[src/rtl/seq_gen_if.sv]
// seq_gen_if: control, table-write and pattern-output bundle for seq_gen.
// master drives the controls; slave is the generator side.
interface seq_gen_if #(
  parameter int unsigned WIDTH = 3,
  parameter int unsigned DEPTH = 8
);
  localparam int unsigned AW = $clog2(DEPTH);

  logic             en;
  logic             start;
  logic             dir;
  logic             oneshot;
  logic             len_we;
  logic [AW:0]      len_in;
  logic             wr_en;
  logic [AW-1:0]    wr_addr;
  logic [WIDTH-1:0] wr_data;
  logic [WIDTH-1:0] seq_out;
  logic [AW-1:0]    idx;
  logic             busy;
  logic             wrap;
  logic             done;

  modport master (
    output en, start, dir, oneshot, len_we, len_in, wr_en, wr_addr, wr_data,
    input  seq_out, idx, busy, wrap, done
  );

  modport slave (
    input  en, start, dir, oneshot, len_we, len_in, wr_en, wr_addr, wr_data,
    output seq_out, idx, busy, wrap, done
  );
endinterface

[src/rtl/seq_gen.sv]
// seq_gen: steps an index through a writable pattern table with run-time length and up/down/loop control.
// Define SEQ_GEN_ONESHOT_EN to enable one-shot runs (DONE state and the done level); otherwise every run loops.
module seq_gen #(
  parameter int unsigned WIDTH = 3,
  parameter int unsigned DEPTH = 8
) (
  input  logic     clk,
  input  logic     rst,
  seq_gen_if.slave bus
);
  localparam int unsigned AW = $clog2(DEPTH);
  localparam int unsigned LW = AW + 1;
  localparam logic [LW-1:0] LEN_MAX = LW'(DEPTH);

  typedef enum logic [1:0] {
    IDLE,
    RUN,
    DONE
  } state_t;

  state_t           state;
  logic [WIDTH-1:0] tbl [DEPTH];
  logic [LW-1:0]    len;
  logic [AW-1:0]    idx_q;
  logic             dir_q;
  logic             busy_q;
  logic             wrap_q;
`ifdef SEQ_GEN_ONESHOT_EN
  logic             os_q;
  logic             done_q;
`endif

  logic             len_acc_c;
  logic [LW-1:0]    len_wr_c;
  logic [LW-1:0]    len_eff_c;
  logic [AW-1:0]    last_c;
  logic             at_end_c;
  logic             wr_ok_c;

  // Length writes are only honoured outside RUN; a same-cycle start sees the new length.
  always_comb begin
    len_acc_c = bus.len_we && (state != RUN);
    len_wr_c  = ((bus.len_in == '0) || (bus.len_in > LEN_MAX)) ? LEN_MAX : bus.len_in;
    len_eff_c = len_acc_c ? len_wr_c : len;
    last_c    = AW'(len - LW'(1));
    at_end_c  = dir_q ? (idx_q == '0) : (idx_q == last_c);
    wr_ok_c   = ({1'b0, bus.wr_addr} < LEN_MAX);
  end

  always_ff @(posedge clk) begin
    if (rst) begin
      state  <= IDLE;
      idx_q  <= '0;
      len    <= LEN_MAX;
      dir_q  <= 1'b0;
      busy_q <= 1'b0;
      wrap_q <= 1'b0;
`ifdef SEQ_GEN_ONESHOT_EN
      os_q   <= 1'b0;
      done_q <= 1'b0;
`endif
      for (int unsigned i = 0; i < DEPTH; i++) begin
        tbl[i] <= WIDTH'(i);
      end
    end else begin
      wrap_q <= 1'b0;

      if (bus.wr_en && wr_ok_c) begin
        tbl[bus.wr_addr] <= bus.wr_data;
      end

      if (len_acc_c) begin
        len   <= len_wr_c;
        idx_q <= '0;
      end

      // Start wins over stepping and restarts from any state.
      if (bus.start) begin
        state  <= RUN;
        busy_q <= 1'b1;
        dir_q  <= bus.dir;
        idx_q  <= bus.dir ? AW'(len_eff_c - LW'(1)) : '0;
`ifdef SEQ_GEN_ONESHOT_EN
        os_q   <= bus.oneshot;
        done_q <= 1'b0;
`endif
      end else if ((state == RUN) && bus.en) begin
        if (at_end_c) begin
`ifdef SEQ_GEN_ONESHOT_EN
          if (os_q) begin
            state  <= DONE;
            busy_q <= 1'b0;
            done_q <= 1'b1;
          end else
`endif
          begin
            idx_q  <= dir_q ? last_c : '0;
            wrap_q <= 1'b1;
          end
        end else begin
          idx_q <= dir_q ? (idx_q - AW'(1)) : (idx_q + AW'(1));
        end
      end
    end
  end

  assign bus.seq_out = tbl[idx_q];
  assign bus.idx     = idx_q;
  assign bus.busy    = busy_q;
  assign bus.wrap    = wrap_q;
`ifdef SEQ_GEN_ONESHOT_EN
  assign bus.done    = done_q;
`else
  logic unused_oneshot;
  assign unused_oneshot = bus.oneshot;
  assign bus.done       = 1'b0;
`endif

endmodule

[src/flat_wrapper.sv]
// flat-port wrapper written by rule: the top's interface ports become plain ports
module seq_gen_flat 
#(
  parameter int unsigned WIDTH = 3,
  parameter int unsigned DEPTH = 8
)
  (clk, rst, bus_en, bus_start, bus_dir, bus_oneshot, bus_len_we, bus_len_in, bus_wr_en, bus_wr_addr, bus_wr_data, bus_seq_out, bus_idx, bus_busy, bus_wrap, bus_done);
  seq_gen_if #(.WIDTH(WIDTH), .DEPTH(DEPTH)) bus_i ();
  input  logic clk;
  input  logic rst;
  input wire logic [$bits(bus_i.en)-1:0] bus_en;
  input wire logic [$bits(bus_i.start)-1:0] bus_start;
  input wire logic [$bits(bus_i.dir)-1:0] bus_dir;
  input wire logic [$bits(bus_i.oneshot)-1:0] bus_oneshot;
  input wire logic [$bits(bus_i.len_we)-1:0] bus_len_we;
  input wire logic [$bits(bus_i.len_in)-1:0] bus_len_in;
  input wire logic [$bits(bus_i.wr_en)-1:0] bus_wr_en;
  input wire logic [$bits(bus_i.wr_addr)-1:0] bus_wr_addr;
  input wire logic [$bits(bus_i.wr_data)-1:0] bus_wr_data;
  output wire logic [$bits(bus_i.seq_out)-1:0] bus_seq_out;
  output wire logic [$bits(bus_i.idx)-1:0] bus_idx;
  output wire logic [$bits(bus_i.busy)-1:0] bus_busy;
  output wire logic [$bits(bus_i.wrap)-1:0] bus_wrap;
  output wire logic [$bits(bus_i.done)-1:0] bus_done;
  assign bus_i.en = bus_en;
  assign bus_i.start = bus_start;
  assign bus_i.dir = bus_dir;
  assign bus_i.oneshot = bus_oneshot;
  assign bus_i.len_we = bus_len_we;
  assign bus_i.len_in = bus_len_in;
  assign bus_i.wr_en = bus_wr_en;
  assign bus_i.wr_addr = bus_wr_addr;
  assign bus_i.wr_data = bus_wr_data;
  assign bus_seq_out = bus_i.seq_out;
  assign bus_idx = bus_i.idx;
  assign bus_busy = bus_i.busy;
  assign bus_wrap = bus_i.wrap;
  assign bus_done = bus_i.done;
  seq_gen #(.WIDTH(WIDTH), .DEPTH(DEPTH)) u_core (.clk(clk), .rst(rst), .bus(bus_i));
endmodule
[config.mk]
export PLATFORM = sky130hd
export DESIGN_NAME = seq_gen_flat
export DESIGN_NICKNAME = d
export VERILOG_FILES = /design/src/rtl/seq_gen_if.sv /design/src/rtl/seq_gen.sv /design/src/flat_wrapper.sv
export SDC_FILE = /design/constraint.sdc
export NUM_CORES = 1
export LEC_CHECK = 0
export CAP_MARGIN = 15
export CELL_PAD_IN_SITES_DETAIL_PLACEMENT = 1
export CELL_PAD_IN_SITES_GLOBAL_PLACEMENT = 2
export CORE_ASPECT_RATIO = 0.7
export CORE_UTILIZATION = 38
export DETAILED_ROUTE_END_ITERATION = 10
export PLACE_DENSITY_LB_ADDON = 0.05
export SLEW_MARGIN = 20
export SYNTH_ARGS = -nofsm -noshare
export SYNTH_HDL_FRONTEND = slang
export SYNTH_SLANG_ARGS = --single-unit
[constraint.sdc]
create_clock -name clk -period 3.55 [get_ports clk]
set_input_delay 0.5325 -clock clk [delete_from_list [all_inputs] [get_ports clk]]
set_output_delay 0.5325 -clock clk [all_outputs]
set_load 0.01 [all_outputs]
==> run summary <==
CTS resizes = 0
fin area = 2196 sq um
worst-path maximum fanout = 6
final setup fails = 0
placed cell count = 227
final core occ = 0.4930
antenna violations before repair = 0
final worst-path cycle share = 0.7666
global placement routability congestion = 0.8242
asr flop ratio synth = 0
largest net degree at the start of global routing = 19
Synth Flop Type = edfxtp_1
Clock power frac = 0.331
Post-DP HPWL = 3126 um
Synth Area in XOR/XNOR = 0.03377
most frequent cells in the layout = clkdlybuf4s50_1 (24), edfxtp_1 (24), nor2_1 (12), and2_1 (12), dfxtp_1 (12)
Post-Synth Adder-Cell Area = 0.02481
Starting Density = 0.4076
Die Wd = 84.62 um
row count = 20
ANT nets after route = 0
CTS tree = yes
combinational power share = 0.153
Critical Setup Path Class = register to primary output
area delta synth->final = 20.95%
DRC errors left = 0
Design Power = 955.3 uW
Vert. Die Dim = 59.83 um
Ports = 27
Setup TNS Final = 0 ns
simple-gate portion of the synthesized area = 0.2219
Synth Cell Area = 1815 sq um
top cell type's share of synthesized area = 0.3970
fin. max-slew vios = 0
deepest clock path buffer count = 2
peak supply drop = 0.1853 mV
Final Non-Filler Cells = 235
Synth area leader = edfxtp_1
Synth Area in Compound Gates = 0.06272
cell count after synthesis = 153
CTS Buf Count = 5
max-cap violations = 0
die area = 5063 sq um
Setup Skew = 0.003763 ns
switching pwr = 224.4 uW
IO Port Bufs = 24
post-CTS setup buffer count = 0
final net count = 200
# diodes = 0
Internal Power = 730.9 uW
Data arrival, critical path = 2.19 ns
global route overflow = 0
Via density = 5.234
Placement Cell Area = 2096 sq um
Req. time, crit path = 3.02 ns
first-pass GRT wire length = 6320 um
sequential share of power = 0.516
share of cells above drive strength 1 = 0.1667
Yosys reg bits = 36
syn_nets = 174
synth unique cells = 39
largest family of logic cells by synthesized area = simple AND/OR/NAND/NOR gates
final hold vios = 0
Hold WC Path Type = register to register
EDFF count, synth = 24
gr usage total = 0.1749
Post-CTS Hold Buffers = 0
routed len/inst = 16.67 um
Pre-antenna DRT Iters = 4
Fmax = 0.3675 GHz
crit end category = primary output
Sw Share = 0.2349
CP Launch Type = register
Leakage Power = 0.0007435 uW
unrepaired setup endpoints after global routing = no
worst skew pair latency = 0.28 ns
fill count = 483
Worst-path clk slew = 0.07 ns
drt total wl = 3917 um
root buffer cell = clkbuf_8
YS warnings = 0
Clock Sink Count = 36
Area contributors post-synth = edfxtp_1 (40%), dfxtp_1 (13%), mux4_2 (7.4%)
number of global-route vias before repair = 1230
status = complete, no violations
Core Region = 4454 sq um
H-tree lvl count = 2
syn_area_per_cell = 11.87 sq um
vias = 1230
mux cell area share after synthesis = 0.09304
Period minus WS final = 2.721 ns
post-synthesis sequential area ratio = 0.5293
Pwr Density = 435.0 nW/um^2
Starting DRT DRC Count = 56
[synthesized netlist by cell type (2+ instances only)]
| cell type | n |
|---|---|
| dfxtp_1 | 12 |
| or3_1 | 11 |
| xnor2_1 | 5 |
| nor4bb_1 | 2 |
| nor3_1 | 4 |
| nor2_1 | 12 |
| inv_1 | 6 |
| ha_1 | 2 |
| nand2b_1 | 5 |
| xor2_1 | 2 |
| and2_1 | 12 |
| nor3b_1 | 3 |
| mux2_2 | 3 |
| and2_2 | 2 |
| edfxtp_1 | 24 |
| or2_2 | 8 |
| clkbuf_1 | 2 |
| o31ai_1 | 2 |
| a21oi_1 | 6 |
| mux4_2 | 6 |
| nand2_1 | 6 |
[power groups by stage]
stage / Sequential [uW] / Combinational [uW] / Clock, uW
final: 493 / 147 / 316
after global routing: 497 / 159 / 341
after CTS: 493 / 148 / 326
after detailed placement: 503 / 147 / 0
after global placement: 502 / 143 / 0
after floorplan: 494 / 87.9 / 0
[flip-flops by register name (all words and copies together), names as in the netlist, named ones only]
register,cells
u_core.tbl,24
u_core.bus.idx,3
u_core.len,3
u_core.bus.busy,1
u_core.bus.wrap,1
u_core.dir_q,1
[cell families after synthesis]
| kind of cell | count (synthesis) |
|---|---|
| AND/OR/NAND/NOR | 69 |
| flip-flops | 36 |
| AO/OA/AOI/OAI | 16 |
| buffers and inverters | 12 |
| multiplexers | 9 |
| XOR/XNOR | 7 |
| adder cells (fa/ha/maj) | 3 |
| other | 1 |
[final timing paths]
path | start | to | slack [ns] | depth (start not counted)
setup reg to reg | u_core.len[0]$_SDFF_PP0_ | register | 1.47 | 7
hold reg to reg | u_core.len[1]$_SDFF_PP0_ | u_core.len[1]$_SDFF_PP0_ | 0.56 | 2
setup / recovery | register | bus_seq_out[2] | 0.83 | 3
hold / removal | u_core.len[1]$_SDFF_PP0_ | u_core.len[1]$_SDFF_PP0_ | 0.56 | 2
[worst max-delay path, stage by stage (launching register included)]
cell	delay (ns)
dfxtp_1	0.57
mux4_2	0.58
mux2_2	0.28
clkdlybuf4s50_1	0.48
[per-layer routing]
| metal | track usage | up-vias | part of all wire |
|---|---|---|---|
| met2 | 0.2671 | 27 | 0.43 |
| li1 | - | 600 | - |
| met3 | 0.04144 | 6 | 0.035 |
| met1 | 0.2450 | 597 | 0.52 |
| met4 | 0.06538 | 0 | 0.0097 |
| met5 | 0 | - | 0 |
[through the flow]
stage | hold slack [ns] | worst slack (ns)
floorplan | 0.4793 | 1.741
global placement | 0.5181 | 1.119
detailed placement | 0.5561 | 1.078
CTS | 0.5700 | 0.7796
global route | 0.6030 | 0.6939
finish | 0.5571 | 0.8286
[cell type report]
type,instances,area [sq um],share of cell area
inverters,6,22.52,0.01026
well taps,55,68.82,0.03134
multi-input cells,105,795.8,0.3624
clock buffers,8,100.1,0.04558
repair buffers,25,247.7,0.1128
flip-flops and latches,36,960.9,0.4376
Note: power is estimated with default switching activity, not from simulation.
